File: config.mk
export PLATFORM = sky130hd
export DESIGN_NAME = dvp_video_tx
export DESIGN_NICKNAME = d
export VERILOG_FILES = /design/src/rtl/dvp_video_tx.sv
export SDC_FILE = /design/constraint.sdc
export NUM_CORES = 1
export LEC_CHECK = 0
export CORE_AREA = 5 5 87 89
export DETAILED_ROUTE_END_ITERATION = 7
export DIE_AREA = 0 0 92 94
export GPL_TIMING_DRIVEN = 0
export PLACE_DENSITY_LB_ADDON = 0.1
export RECOVER_POWER = 25
export SETUP_SLACK_MARGIN = 0.05
export SLEW_MARGIN = 20
export SYNTH_ARGS = -nofsm -noshare
export SYNTH_HDL_FRONTEND = slang
export SYNTH_SLANG_ARGS = --single-unit
File: constraint.sdc
create_clock -name sys_clk -period 3.75 [get_ports sys_clk]
set_clock_uncertainty 0.15 [all_clocks]
set_input_delay 0.375 -clock sys_clk [delete_from_list [all_inputs] [get_ports sys_clk]]
set_output_delay 0.375 -clock sys_clk [all_outputs]
set_load 0.005 [all_outputs]
File: src/rtl/dvp_video_tx.sv
// dvp_video_tx: OV5640-style DVP transmitter.
// Sends RGB565 pixels as high byte then low byte on cam_data, framed by
// cam_vsync (frame sync) and cam_href (line valid). sys_clk doubles as pclk.
// Pixels come either from an external FIFO (pix_req/pix_data) or from an
// internal 8-bar colour pattern, chosen per frame by use_pattern.
//
// Ports:
//   sys_clk      in   clock, also the DVP pixel clock
//   sys_rst      in   asynchronous active-high reset
//   enable       in   start/continue frames
//   use_pattern  in   1 = colour bars, 0 = external pix_data (latched at frame start)
//   pix_req      out  one-cycle read strobe to the external pixel FIFO
//   pix_data     in   RGB565 pixel, valid one cycle after pix_req
//   cam_vsync    out  frame sync, active high
//   cam_href     out  line valid, active high
//   cam_data     out  byte data
//   frame_done   out  one-cycle pulse on the last clock of a frame
module dvp_video_tx #(
  parameter int unsigned H_PIXEL  = 640,
  parameter int unsigned V_PIXEL  = 480,
  parameter int unsigned H_BLANK  = 160,
  parameter int unsigned VS_LINES = 4,
  parameter int unsigned V_BACK   = 16,
  parameter int unsigned V_FRONT  = 8
) (
  input  logic        sys_clk,
  input  logic        sys_rst,
  input  logic        enable,
  input  logic        use_pattern,
  output logic        pix_req,
  input  logic [15:0] pix_data,
  output logic        cam_vsync,
  output logic        cam_href,
  output logic [7:0]  cam_data,
  output logic        frame_done
);

  localparam int unsigned HW       = 12;
  localparam int unsigned VW       = 11;
  localparam int unsigned ACT_CLKS = 2 * H_PIXEL;
  localparam int unsigned LINE_LEN = ACT_CLKS + H_BLANK;

  typedef enum logic [2:0] {
    IDLE   = 3'd0,
    VSYNC  = 3'd1,
    VBACK  = 3'd2,
    ACTIVE = 3'd3,
    VFRONT = 3'd4
  } state_t;

  state_t          state;
  state_t          state_next;
  logic [HW-1:0]   h_cnt;
  logic [VW-1:0]   v_cnt;
  logic            pattern;
  logic [15:0]     pix_hold;

  logic            line_end_c;
  logic            last_line_c;
  logic            frame_start_c;
  logic [VW-1:0]   lines_m1_c;
  logic [2:0]      bar_c;
  logic [15:0]     color_c;
  logic            vsync_c;
  logic            href_c;
  logic            req_c;
  logic            done_c;
  logic [7:0]      data_c;

  // Colour bar table, left to right.
  function automatic logic [15:0] bar_color(input logic [2:0] idx);
    logic [15:0] c;
    case (idx)
      3'd0:    c = 16'hFFFF;
      3'd1:    c = 16'hFFE0;
      3'd2:    c = 16'h07FF;
      3'd3:    c = 16'h07E0;
      3'd4:    c = 16'hF81F;
      3'd5:    c = 16'hF800;
      3'd6:    c = 16'h001F;
      default: c = 16'h0000;
    endcase
    return c;
  endfunction

  assign line_end_c = (h_cnt == HW'(LINE_LEN - 1));

  // Number of lines (minus one) spent in the current state.
  always_comb begin
    lines_m1_c = '0;
    case (state)
      VSYNC:   lines_m1_c = VW'(VS_LINES - 1);
      VBACK:   lines_m1_c = VW'(V_BACK - 1);
      ACTIVE:  lines_m1_c = VW'(V_PIXEL - 1);
      VFRONT:  lines_m1_c = VW'(V_FRONT - 1);
      default: lines_m1_c = '0;
    endcase
  end

  assign last_line_c   = (v_cnt == lines_m1_c);
  assign frame_start_c = (state_next == VSYNC) && (state != VSYNC);

  // Pixel x = h_cnt/2; bar index = x*8/H_PIXEL.
  assign bar_c = 3'((32'(h_cnt[HW-1:1]) * 32'd8) / H_PIXEL);

  // State register.
  always_ff @(posedge sys_clk or posedge sys_rst) begin
    if (sys_rst) begin
      state <= IDLE;
    end else begin
      state <= state_next;
    end
  end

  // Line/position counters and per-frame source select.
  always_ff @(posedge sys_clk or posedge sys_rst) begin
    if (sys_rst) begin
      h_cnt   <= '0;
      v_cnt   <= '0;
      pattern <= 1'b0;
    end else begin
      if (state == IDLE || line_end_c) begin
        h_cnt <= '0;
      end else begin
        h_cnt <= h_cnt + HW'(1);
      end
      if (state_next != state) begin
        v_cnt <= '0;
      end else if (line_end_c) begin
        v_cnt <= v_cnt + VW'(1);
      end
      if (frame_start_c) begin
        pattern <= use_pattern;
      end
    end
  end

  // Next-state logic: every non-idle state lasts a whole number of lines.
  always_comb begin
    state_next = state;
    case (state)
      IDLE:    if (enable) state_next = VSYNC;
      VSYNC:   if (line_end_c && last_line_c) state_next = VBACK;
      VBACK:   if (line_end_c && last_line_c) state_next = ACTIVE;
      ACTIVE:  if (line_end_c && last_line_c) state_next = VFRONT;
      VFRONT:  if (line_end_c && last_line_c) state_next = enable ? VSYNC : IDLE;
      default: state_next = IDLE;
    endcase
  end

  // Output decode; values land on the pins one clock later.
  always_comb begin
    vsync_c = 1'b0;
    href_c  = 1'b0;
    req_c   = 1'b0;
    done_c  = 1'b0;
    data_c  = '0;
    color_c = bar_color(bar_c);

    vsync_c = (state == VSYNC);
    href_c  = (state == ACTIVE) && (32'(h_cnt) < ACT_CLKS);
    done_c  = (state == VFRONT) && last_line_c && line_end_c;

    // Request lands two clocks ahead of each high byte. Inside a line that
    // is every even slot but the last; the first pixel of a line is requested
    // from the tail of the preceding blank.
    if (!pattern) begin
      if (state == ACTIVE && !h_cnt[0] && (32'(h_cnt) + 32'd2 < ACT_CLKS)) begin
        req_c = 1'b1;
      end
      if (h_cnt == HW'(LINE_LEN - 2) &&
          ((state == VBACK && last_line_c) || (state == ACTIVE && !last_line_c))) begin
        req_c = 1'b1;
      end
    end

    if (href_c) begin
      if (pattern) begin
        data_c = h_cnt[0] ? color_c[7:0] : color_c[15:8];
      end else begin
        data_c = h_cnt[0] ? pix_hold[7:0] : pix_data[15:8];
      end
    end
  end

  // Output registers; pix_hold keeps the low byte for the following clock.
  always_ff @(posedge sys_clk or posedge sys_rst) begin
    if (sys_rst) begin
      cam_vsync  <= 1'b0;
      cam_href   <= 1'b0;
      cam_data   <= '0;
      pix_req    <= 1'b0;
      frame_done <= 1'b0;
      pix_hold   <= '0;
    end else begin
      cam_vsync  <= vsync_c;
      cam_href   <= href_c;
      cam_data   <= data_c;
      pix_req    <= req_c;
      frame_done <= done_c;
      if (href_c && !h_cnt[0]) begin
        pix_hold <= pix_data;
      end
    end
  end

endmodule
# After elaboration in Yosys (flattened, before gate mapping)
# Index checks and enable logic that the tools add are counted.
[word_totals]
regBits = 47
wordCells = 69
[classes]
mux = 19
eq_ne = 16
reduce_logical = 18
order_cmp = 2
n_addsub = 3
div_mod_pow = 1
[ops]
columns = ["operator", "n"]
rows = [
  ["one-hot mux 16 bit (7 select lines)", 1],
  ["one-hot mux 9 bit (4 select lines)", 1],
  ["divider 14 x 10 -> 32 bit (second input constant)", 1],
  ["2-to-1 mux 8 bit", 4],
  ["== test 12 x 11 -> 1 bit (second input constant)", 2],
  ["2-to-1 mux 11 bit", 2],
  ["2-to-1 mux 3 bit", 5],
  ["one-hot mux 3 bit (5 select lines)", 1],
  ["adder 12 x 2 -> 13 bit (second input constant)", 1],
  ["< comparator 13 x 11 -> 1 bit (second input constant)", 1],
  ["adder 12 x 1 -> 12 bit (second input constant)", 1],
  ["== test 3 x 2 -> 1 bit (second input constant)", 4],
  ["== test 3 bit (second input constant)", 4],
  ["< comparator 12 x 11 -> 1 bit (second input constant)", 1],
  ["2-to-1 mux 12 bit", 1],
  ["adder 11 x 1 -> 11 bit (second input constant)", 1],
  ["== test 11 bit", 1],
  ["logical AND 1 bit", 11],
  ["== test 3 x 1 -> 1 bit (second input constant)", 3],
  ["logical NOT 3 bit", 2],
  ["2-to-1 mux 1 bit", 4],
  ["inequality test 3 x 1 -> 1 bit (second input constant)", 1],
  ["inequality test 3 bit", 1],
  ["logical NOT 1 bit", 2],
  ["2 further kinds", 3],
]

# Depth between registers and ports, before layout
[depth]
depth_word = 9
depth_mapped = 14
depth_no_buf = 12

# Worst setup path after synthesis
# OpenSTA, ideal clock, no wires.
[synth_timing]
path_kind = "flip-flop to flip-flop"
from = "reg h_cnt[9]"
to = "reg cam_data[0]"
setup_ps = 77
required_time_ps = 3523
period_less_slack_ps = 3605
setup_slack_ps = 145
arrival_ps = 3378
stages_incl_launch_ff = 15
path_cell_list = "dfrtp_1 -> buf_2 -> nor2_1 -> inv_1 -> ha_1 -> o21bai_1 -> o21a_1 -> a211oi_4 -> a22oi_2 -> or2_0 -> buf_2 -> o32a_1 -> a311o_1 -> or4_1 -> o21ai_1"
[synth_between]
elab_chain_len = 6
elab_cells_between_ends = 14
cone_classes = "div (1); order compare (1); eq/ne (6); mux (4); reduce/logical (2)"
[synth_lines]
columns = ["element", "line", "source"]
rows = [
  ["from (decl)", "53", "logic [HW-1:0] h_cnt;"],
  ["from (signal assigned)", "125", "h_cnt <= h_cnt + HW'(1);"],
  ["divider 14 x 10 -> 32 bit", "104", "assign bar_c = 3'((32'(h_cnt[HW-1:1]) * 32'd8) / H_PIXEL);"],
  ["== test 3 bit, or another cell as far along", "73", "case (idx)"],
  ["one-hot mux 16 bit (7 select lines)", "73", ""],
  ["2-to-1 mux 8 bit", "179", "data_c = h_cnt[0] ? color_c[7:0] : color_c[15:8];"],
  ["2-to-1 mux 8 bit", "178", "if (pattern) begin"],
  ["2-to-1 mux 8 bit *", "177", "if (href_c) begin"],
  ["named net data_c[0]", "68", "logic [7:0] data_c;"],
  ["to (signal assigned)", "198", "cam_data <= data_c;"],
  ["to (decl)", "34", "output logic [7:0] cam_data,"],
]
# Mark *: on every way through the listed nets, which the timed path passes. The rest lies on a longest branch.
# A chain may end at the register's enable or synchronous reset.

# Final worst setup path
[layout_timing]
from = "reg h_cnt[9]"
to = "reg cam_data[1]"
# The elaborated chain is that of the path after synthesis.

==> impl_metrics.toml <==
[run_status]
status = "finished, final reports clean"

[clock_tree]
root_buffer = "clkbuf_8"
cts_buffer_depth = 2
path_clk_slew_ps = 90
clock_latency_ps = 300
cts.sinks = 47
holdBufCountCts = 0
h-tree-depth = 2
cts_tree = "built"
cts_buffers = 5

[timing]
grt_setup_unrepaired = "yes"
finalCriticalPeriod_ps = 3620
slew_viol_final = 0
tightestPinTransition_ps = 1300
fmax_ghz = 0.276
hold_viol = 0
final-setup-viol-count = 0
fin_ws_ps = 127
fin_crit_sh_pct = 96.6
relSlewSlack_pct = 13.6

[floorplanning]
rows = 30
io_pins = 32
start_util_pct = 45.2
die_width_um = 92
dieArea_um2 = 8650
die_h_um = 94
fp.coreArea_um2 = 6680

[logic_synthesis]
synth_top_area_cell = "dfrtp_1"
synthTopCellsByCount = "nor2_1, dfrtp_1, nand2_1, nand3_1, inv_1"
synth.top_cell.area_share_pct = 39.0
yosys-top-cells-area = "dfrtp_1, nor2_1, xnor2_1"
synth.distinct_cells = 64
syn_area_per_cell_um2 = 8.75
synthArstFlopShare_pct = 100
synth-edff-count = 0
synth_fp_nets = 369
synthesis.instances = 345
netlist_area_um2 = 3020
synth-main-ff-cell = "dfrtp_1"
seq_area_frac_synth_pct = 39.0
ys_ff_latch = 47
yosysMostFrequentCell = "nor2_1"
yosysWarnings = 0

[drt]
drc = 0
wl_per_cell_um = 15.7
routed_wl_um = 7420
avgViaCountPerCell = 5.64
ant_nets = 0
first_iter_violations = 147
vias = 2675
drt_first_pass_iters = 4

[place]
gp_congestion = 0.895
port_buffers = 31
post-dp-hpwl_um = 5370
dp_cells = 457
pre_cts_ws_ps = -213

[grt]
grt_pass1_vias = 2677
antenna_found_initial = 0
gr-usage-all-layers_pct = 17.9
grt_pass1_wl_um = 12600
grt-ovfl-total = 0
grt_max_degree = 25

[layout]
fillers = 622
syn_to_final_growth_pct = 23.8
drive_gt1_share_pct = 15.2
layout.cells.non_filler = 474
fin_nets = 417
diodes = 0

[power_and_ir_drop]
peakVddDrop_mv = 0.165
p_leak_nw = 1.51
power.density_nw_per_um2 = 245

[critical_path]
crit_path_max_fanout = 6
crit_start = "h_cnt[9]"
reg2regPathDepth = 14
worst_setup_path_end_kind = "flop"
crit_type = "reg2reg"
crit_arrival_ps = 3700
cp-endpoint = "cam_data[1]"
worstSetupStartpointType = "flop"
required_ps = 3830
r2r_start = "h_cnt[9]"
r2r_slack_ps = 130
worst_r2r_endpoint = "cam_data[1]"

[flow_run]
drv_cap = 0

[worst_hold_path]
hp-class = "reg2reg"
## metrics by stage
stage | setup TNS (ps) | hold WS [ps] | total power, W | util [%] | area [um^2]
after floorplan | 0 | 330 | 0.000525 | - | 3020
after global placement | -838 | 340 | 0.000548 | 51.3 | 3430
after detailed placement | -1160 | 349 | 0.000552 | 51.7 | 3460
after CTS | 0 | 292 | 0.000933 | 54.9 | 3670
after global routing | -58.6 | 384 | 0.000952 | 55.9 | 3740
final | 0 | 364 | 0.000916 | 55.9 | 3740
## worst max-delay path, cell delays in order, from the launching register on
cell      delay [ps]
dfrtp_1          390
buf_6            130
nor2_4           120
inv_2             60
ha_4             240
o21bai_4         170
o21a_1           210
a211oi_4         270
a22oi_2          120
or2_1            270
buf_6            140
o32a_1           270
a311o_1          320
or4_1            530
o21ai_1          150
## layer usage
layer	GRT usage, %	wire length [um]	vias to the layer above
li1	-	-	1332
met1	23.9	3560	1265
met2	29.6	3430	69
met3	3.45	340	9
met4	5.45	92	0
met5	0	0	-
## power breakdown
| part | internal [W] | total [W] | switching (W) | leakage [nW] |
|---|---|---|---|---|
| Clock | 0.000199 | 0.000378 | 0.000179 | 0.0581 |
| Combinational | 0.0000182 | 0.0000311 | 0.0000129 | 0.881 |
| Sequential | 0.000506 | 0.000506 | 0 | 0.574 |
## cell type report
| type | count | area (um^2) | area share, % |
|---|---|---|---|
| plain buffers | 20 | 111 | 2.98 |
| clock buffers | 5 | 68.8 | 1.84 |
| clock inverters | 3 | 43.8 | 1.17 |
| inverters | 15 | 56.3 | 1.51 |
| multi-input cells | 263 | 1800 | 48.1 |
| flip-flops and latches | 47 | 1180 | 31.5 |
| well taps | 80 | 100 | 2.68 |
| repair buffers | 41 | 382 | 10.2 |
## repair_timing
item	in CTS	in global routing
gates cloned	0	0
endpoints found under the setup margin	8	8
buffers inserted	5	4
gates resized for setup	12	15
pin swaps	5	16
## cells by family after synthesis
logic type      share of synthesized area [%]
compound gates                           18.3
xor+xnor                                 6.96
fa+ha+maj                                1.99
buf+inv                                  4.93
flops                                    39.0
mux                                      4.72
simple gates                             24.2
## state kept, by name (all words and copies together), names as in the netlist
signal	count
h_cnt	12
v_cnt	11
cam_data	8
pix_hold	8
state	3
cam_href	1
cam_vsync	1
frame_done	1
pattern	1
pix_req	1
## worst min path at each step
stage           startpoint     endpoint  slack (ps)  cells past startpoint
3_3_place_gp   pix_hold[6]  pix_hold[6]         340                      1
2_1_floorplan  pix_hold[5]  pix_hold[5]         330                      1
4_1_cts            sys_rst     v_cnt[5]         290                      2
3_5_place_dp   pix_hold[2]  pix_hold[2]         350                      1
5_1_grt        pix_hold[1]  pix_hold[1]         380                      1
6_report       pix_hold[6]  pix_hold[6]         360                      1
## layout by cell type (no fill, tap or decap), types with 3 or more instances in the layout
master           Yosys  routed
clkbuf_1            11      12
a211oi_2             1       4
nand2_1             27      27
o211ai_1             3       3
mux2i_1              3       3
dfrtp_1             47      47
nand3b_1             3       3
inv_1               14      13
nor3_1               9       7
or4_1                8       8
a21oi_1              9       7
xnor2_1             13      13
o21ai_0             10      10
nor4_1               8       8
buf_6                0       3
a211oi_1            11       8
clkbuf_8             0       5
nand3_1             17      16
o21ai_1              5       4
a21oi_2              1       3
nand4_1              4       4
mux2_2              10      10
ha_1                 4       3
nor2_1              49      48
and3_1               3       3
nor2b_1              7       7
clkdlybuf4s50_1      0      30
xor2_1              11      11
buf_4                0       9
No activity file was read; power rests on OpenSTA's default activity.
